==> config.mk <==
export PLATFORM = sky130hd
export DESIGN_NAME = game_ctrl
export DESIGN_NICKNAME = d
export VERILOG_FILES = /design/src/rtl/game_ctrl.sv
export SDC_FILE = /design/constraint.sdc
export NUM_CORES = 1
export LEC_CHECK = 0
export BUFFER_PORTS_ARGS = -buffer_cell sky130_fd_sc_hd__buf_2
export CAP_MARGIN = 0
export CORE_MARGIN = 2
export CORE_UTILIZATION = 46
export CTS_CLUSTER_DIAMETER = 150
export DETAILED_ROUTE_END_ITERATION = 8
export HOLD_SLACK_MARGIN = 0.08
export PLACE_DENSITY_LB_ADDON = 0.05
export SLEW_MARGIN = 25
export SYNTH_ARGS = -nofsm -noshare
export SYNTH_HDL_FRONTEND = slang
export SYNTH_SLANG_ARGS = --single-unit
==> constraint.sdc <==
create_clock -name clk -period 5.66 [get_ports clk]
set_input_delay 0.283 -clock clk [delete_from_list [all_inputs] [get_ports clk]]
set_output_delay 0.283 -clock clk [all_outputs]
set_load 0.05 [all_outputs]
==> src/rtl/game_ctrl.sv <==
`default_nettype none
// ==========================================================================
// game_ctrl : snake game sequencer - move pacing, steering, food and score
// Revision  : 1.0  initial release
// ==========================================================================
module game_ctrl #(
  parameter int SPEED    = 8,
  parameter int SCAN_LEN = 220
) (
  input  logic       clk,
  input  logic       rst_n,
  input  logic       i_frame,
  input  logic       i_start,
  input  logic [3:0] i_btn,
  input  logic [1:0] i_head_dir,
  input  logic [4:0] i_pos_x,
  input  logic [3:0] i_pos_y,
  input  logic       i_pos_first,
  input  logic       i_pos_valid,
  input  logic       i_failure,
  input  logic       i_success,
  output logic       o_snake_rst_n,
  output logic       o_tick,
  output logic [1:0] o_dir,
  output logic       o_eat,
  output logic [4:0] o_food_x,
  output logic [3:0] o_food_y,
  output logic       o_food_valid,
  output logic [1:0] o_state,
  output logic [7:0] o_score
);

  localparam int            CW         = $clog2(SCAN_LEN + 1);
  localparam logic [7:0]    SPEED_LAST = 8'(SPEED - 1);
  localparam logic [CW-1:0] WIN_LEN    = CW'(SCAN_LEN);
  localparam logic [CW-1:0] CHK_REST   = CW'(SCAN_LEN - 1);
  localparam logic [15:0]   LFSR_SEED  = 16'hACE1;

  typedef enum logic [1:0] {
    IDLE = 2'b00,
    PLAY = 2'b01,
    OVER = 2'b10,
    WIN  = 2'b11
  } state_t;

  typedef enum logic [1:0] {
    F_DRAW  = 2'b00,
    F_WAIT  = 2'b01,
    F_CHECK = 2'b10
  } food_t;

  state_t        state, state_nx;
  food_t         fphase;
  logic          snake_rst_n;
  logic [7:0]    frame_cnt;
  logic [CW-1:0] win_cnt;
  logic [CW-1:0] chk_cnt;
  logic [1:0]    dir;
  logic [15:0]   lfsr;
  logic [4:0]    cand_x, food_x;
  logic [3:0]    cand_y, food_y;
  logic          food_valid;
  logic [7:0]    score;

  logic          start_play;
  logic          win_active;
  logic          frame_hit;
  logic          win_open;
  logic [1:0]    rev_dir;
  logic          steer;
  logic [1:0]    steer_dir;
  logic          cand_ok;
  logic          cand_hit;
  logic          eat;

  always_ff @(posedge clk) begin
    if (!rst_n) begin
      state       <= IDLE;
      snake_rst_n <= 1'b0;
    end else begin
      state       <= state_nx;
      snake_rst_n <= (state_nx != IDLE);
    end
  end

  always_comb begin
    state_nx   = state;
    start_play = 1'b0;
    case (state)
      IDLE: if (i_start) begin
        state_nx   = PLAY;
        start_play = 1'b1;
      end
      PLAY: begin
        if (i_failure)      state_nx = OVER;
        else if (i_success) state_nx = WIN;
      end
      OVER, WIN: if (i_start) state_nx = IDLE;
      default: state_nx = IDLE;
    endcase

    win_active = (win_cnt != '0);
    frame_hit  = (frame_cnt == SPEED_LAST);
    win_open   = i_frame && frame_hit && !win_active;

    // A button asking for the exact opposite of the head is masked, so a
    // lower-priority button held alongside it still gets a chance.
    rev_dir   = i_head_dir ^ 2'b01;
    steer     = 1'b1;
    steer_dir = dir;
    if (i_btn[3] && rev_dir != 2'b01)      steer_dir = 2'b01;
    else if (i_btn[2] && rev_dir != 2'b00) steer_dir = 2'b00;
    else if (i_btn[1] && rev_dir != 2'b11) steer_dir = 2'b11;
    else if (i_btn[0] && rev_dir != 2'b10) steer_dir = 2'b10;
    else                                   steer     = 1'b0;

    cand_ok  = (lfsr[4:0] >= 5'd1) && (lfsr[4:0] <= 5'd20) &&
               (lfsr[8:5] >= 4'd1) && (lfsr[8:5] <= 4'd14);
    cand_hit = i_pos_valid && (i_pos_x == cand_x) && (i_pos_y == cand_y);
    eat      = (state == PLAY) && food_valid && i_pos_first && i_pos_valid &&
               (i_pos_x == food_x) && (i_pos_y == food_y);
  end

  always_ff @(posedge clk) begin
    if (!rst_n) lfsr <= LFSR_SEED;
    else        lfsr <= {lfsr[14:0], lfsr[15] ^ lfsr[13] ^ lfsr[12] ^ lfsr[10]};
  end

  always_ff @(posedge clk) begin
    if (!rst_n) begin
      frame_cnt  <= '0;
      win_cnt    <= '0;
      chk_cnt    <= '0;
      dir        <= 2'b00;
      fphase     <= F_DRAW;
      cand_x     <= '0;
      cand_y     <= '0;
      food_x     <= '0;
      food_y     <= '0;
      food_valid <= 1'b0;
      score      <= '0;
    end else if (start_play) begin
      frame_cnt  <= '0;
      win_cnt    <= '0;
      chk_cnt    <= '0;
      dir        <= 2'b00;
      fphase     <= F_DRAW;
      food_valid <= 1'b0;
      score      <= '0;
    end else if (state == PLAY) begin
      if (win_open)        win_cnt <= WIN_LEN;
      else if (win_active) win_cnt <= win_cnt - 1'b1;

      if (i_frame) frame_cnt <= frame_hit ? 8'd0 : frame_cnt + 8'd1;

      // Steering is latched only between windows so a move never sees a change.
      if (!win_active && steer) dir <= steer_dir;

      if (food_valid) begin
        if (eat) begin
          food_valid <= 1'b0;
          fphase     <= F_DRAW;
          if (score != 8'hFF) score <= score + 8'd1;
        end
      end else begin
        case (fphase)
          F_DRAW: if (cand_ok) begin
            cand_x <= lfsr[4:0];
            cand_y <= lfsr[8:5];
            fphase <= F_WAIT;
          end
          F_WAIT: if (i_pos_first) begin
            if (cand_hit) begin
              fphase <= F_DRAW;
            end else if (CHK_REST == '0) begin
              food_x     <= cand_x;
              food_y     <= cand_y;
              food_valid <= 1'b1;
              fphase     <= F_DRAW;
            end else begin
              chk_cnt <= CHK_REST;
              fphase  <= F_CHECK;
            end
          end
          F_CHECK: begin
            if (cand_hit) begin
              fphase <= F_DRAW;
            end else if (chk_cnt == CW'(1)) begin
              food_x     <= cand_x;
              food_y     <= cand_y;
              food_valid <= 1'b1;
              fphase     <= F_DRAW;
            end else begin
              chk_cnt <= chk_cnt - 1'b1;
            end
          end
          default: fphase <= F_DRAW;
        endcase
      end
    end
  end

  assign o_snake_rst_n = snake_rst_n;
  assign o_tick        = (state == PLAY) && win_active;
  assign o_dir         = dir;
  assign o_eat         = eat;
  assign o_food_x      = food_x;
  assign o_food_y      = food_y;
  assign o_food_valid  = food_valid;
  assign o_state       = state;
  assign o_score       = score;

endmodule
`default_nettype wire

==> impl_metrics.ini <==
[status]
run_status = finished clean

[sta]
hold_violations = 0
final.setup.tns_ps = 0
timing_worst_slew_pin_value_ps = 619
finalWorstPathRequiredPeriod_ps = 2290
period_utilization_post_route_pct = 40.4
hold_ws_ps = 292
fmaxAchievable_mhz = 437
worst_clock_skew_ps = 12.7
timing.slew.headroom_pct = 58.4
rsz0062_at_grt = no
final-setup-viol-count = 0
finalMaxSlewViolations = 0

[cts]
clock_latency_on_the_worst_skew_pair_ps = 350
cts-root-to-sink-buffers = 2
holdBufCountCts = 0
cts_made_buffers = 9
cts.htree.levels = 3
cts.repair_timing.setup_buffer_count = 0
cts_resized = 0
ctsRootBufferMaster = sky130_fd_sc_hd__clkbuf_8
numClockSinks = 74
tritoncts_clock_tree = built
cts_clock_pin_slew_for_the_worst_setup_and_hold_paths_ps = 80

[power]
power_switching_share_pct = 24.8
power.clock.fraction_pct = 43.0
p_leak_nw = 1.75
combPwrFrac_pct = 9.8
internal-power_uw = 883
power.density_cell_area_nw_per_um2 = 288
power.ir.vdd_worst_v = 0.000138
seqPwrFrac_pct = 47.2
p_switching_uw = 291

[placement]
place_congestion = 0.781
place_area_sq_um = 3820
dp_hpwl_um = 5220
io_buffers = 47

[yosys]
synthDominantCellAreaShare_pct = 42.2
ys_seq_area_share_pct = 42.2
synthesis.instances = 388
postSynth.asyncResetShare_pct = 0
xor_xnor_share_of_the_synthesized_area_pct = 9.23
synth_area_per_cell_sq_um = 9.05
synth_fp_nets = 419
post-synth-top-count-cell = sky130_fd_sc_hd__dfxtp_1
portion_of_netlist_area_occupied_by_mux_cells_pct = 6.02
leading_cell_types_by_count_after_synthesis = sky130_fd_sc_hd__dfxtp_1, sky130_fd_sc_hd__nor2_1, sky130_fd_sc_hd__nand2_1, sky130_fd_sc_hd__xor2_1, sky130_fd_sc_hd__nor2b_1
synth_enable_flop_cells = 0
synth_cell_type_count = 57
synthSimpleGateAreaFrac_pct = 27.2
syn-cell-area_sq_um = 3510
synth.ff_latch_count = 74
synthAdderAreaFrac_pct = 2.85
synth_area_leader_cell = sky130_fd_sc_hd__dfxtp_1
synthFlopType = sky130_fd_sc_hd__dfxtp_1
yosys-top-cells-area = sky130_fd_sc_hd__dfxtp_1, sky130_fd_sc_hd__xor2_1, sky130_fd_sc_hd__mux2i_1
synth_compound_gate_area_share_pct = 10.1
yosysWarnings = 0
synth_top_family_by_area = simple AND/OR/NAND/NOR gates

[critical_path]
timing.critical_path.fanout_max = 9
worst_setup_sp_type = flop
crit_required_ps = 5930
timing.reg2reg.setup_slack_ps = 3370
worstSetupEndpointType = flop
critPathKind = flop to flop
r2r.worst_path.cells = 8
arrival_time_at_the_worst_endpoint_ps = 2560

[layout]
final_cell_area_sq_um = 4080
share_of_layout_cells_above_drive_strength_1_pct = 16.4
nNetsFinal = 466
antenna_cells = 0
syn2layout_area_growth_pct = 16.1
final.fill_count = 691

[global_routing]
grt_usage_pct = 18.8
via_count_of_the_first_global_routing_pass = 2638
first_pass_grt_wire_length_um = 12500
globalRoute.totalOverflow = 0
grt_max_degree = 39
antenna_violations_before_repair = 0

[detailed_routing]
viasPerCell = 5.15
postRouteAntennaNets = 0
first_iter_violations = 69
first_pass_iters = 4
drt_wl_total_um = 7220
detail_route.drc_violations = 0
num_vias = 2777
wl_per_cell_um = 13.4

[floorplanning]
ports = 48
design.die.area_sq_um = 8340
floorplan.rows = 31
dieHeight_um = 91.3
initial_utilization_pct = 47.9
fp.dieW_um = 91.3
fp.coreArea_sq_um = 7330

[min_path]
min_path_type = primary input to flop
timing.hold.worst_path_depth = 4

[job]
maxCapViolations = 0
[cells by family after synthesis]
group	Yosys count
mux	21
simple gates	173
fa+ha+maj	8
buf+inv	22
xor+xnor	37
compound gates	53
flops	74
[metrics by stage]
| stage | power [mW] | setup WS, ps | utilization, % | instances |
|---|---|---|---|---|
| after floorplan | 0.649 | 3400 | - | 388 |
| after global placement | 0.681 | 3330 | 52.2 | 523 |
| after detailed placement | 0.682 | 3320 | 52.2 | 523 |
| after CTS | 1.19 | 3360 | 55.6 | 539 |
| after global routing | 1.23 | 3130 | 55.6 | 539 |
| final | 1.17 | 3370 | 55.6 | 539 |
[power groups by stage]
stage          Sequential [mW]  Clock, mW  Combinational (mW)
6_report                 0.555      0.505               0.115
5_1_grt                  0.558      0.542               0.128
4_1_cts                  0.555      0.521               0.116
3_5_place_dp             0.567          0               0.115
3_3_place_gp             0.567          0               0.114
2_1_floorplan            0.570          0              0.0786
[critical path, cell delays in order (launching register included)]
cell and delay (ps):
sky130_fd_sc_hd__dfxtp_1 350, sky130_fd_sc_hd__inv_1 80, sky130_fd_sc_hd__ha_1 220, sky130_fd_sc_hd__nor2b_1 170
sky130_fd_sc_hd__nor4b_4 380, sky130_fd_sc_hd__and2b_1 210, sky130_fd_sc_hd__a22oi_2 130, sky130_fd_sc_hd__or4_1 500
sky130_fd_sc_hd__a31oi_1 170
[placed cells by master (no fill, tap or decap), types with 3 or more instances in the layout]
cell / count
sky130_fd_sc_hd__a21oi_1: 15
sky130_fd_sc_hd__a31oi_1: 3
sky130_fd_sc_hd__and2_1: 12
sky130_fd_sc_hd__and3_1: 4
sky130_fd_sc_hd__buf_2: 47
sky130_fd_sc_hd__bufinv_16: 3
sky130_fd_sc_hd__clkbuf_8: 9
sky130_fd_sc_hd__clkinv_4: 3
sky130_fd_sc_hd__dfxtp_1: 74
sky130_fd_sc_hd__ha_1: 8
sky130_fd_sc_hd__inv_1: 11
sky130_fd_sc_hd__mux2i_1: 20
sky130_fd_sc_hd__nand2_1: 27
sky130_fd_sc_hd__nand2b_1: 10
sky130_fd_sc_hd__nand3_1: 11
sky130_fd_sc_hd__nand4_1: 8
sky130_fd_sc_hd__nor2_1: 39
sky130_fd_sc_hd__nor2b_1: 24
sky130_fd_sc_hd__nor3_1: 8
sky130_fd_sc_hd__nor4_1: 7
sky130_fd_sc_hd__o21ai_0: 11
sky130_fd_sc_hd__or3_1: 4
sky130_fd_sc_hd__or4_1: 3
sky130_fd_sc_hd__xnor2_1: 11
sky130_fd_sc_hd__xor2_1: 26
[area by class of cell]
cell class / count / area, sq um / share of cell area [%]
clock buffers: 9 / 124 / 3.04
flip-flops and latches: 74 / 1480 / 36.3
inverters: 11 / 41.3 / 1.01
clock inverters: 7 / 125 / 3.07
multi-input cells: 292 / 1950 / 47.7
well taps: 99 / 124 / 3.04
repair buffers: 47 / 235 / 5.77
[path summary, 6_finish.rpt]
path              from            to
max          fphase[1]    chk_cnt[7]
min            i_frame  frame_cnt[0]
max reg2reg  fphase[1]    chk_cnt[7]
min reg2reg   lfsr[14]      lfsr[15]
[sequential cells by signal (all words and copies together) (netlist names)]
register	count
lfsr	16
chk_cnt	8
frame_cnt	8
o_score	8
win_cnt	8
cand_x	5
o_food_x	5
cand_y	4
o_food_y	4
fphase	2
o_dir	2
o_state	2
o_food_valid	1
o_snake_rst_n	1
[layer usage]
| metal | global-route usage, % | vias to the layer above | wire length, um |
|---|---|---|---|
| li1 | - | 1443 | - |
| met1 | 23.0 | 1284 | 3380 |
| met2 | 31.5 | 40 | 3460 |
| met3 | 4.56 | 10 | 237 |
| met4 | 7.95 | 0 | 138 |
| met5 | 0 | - | 0 |
No activity file was read; power rests on OpenSTA's default activity.
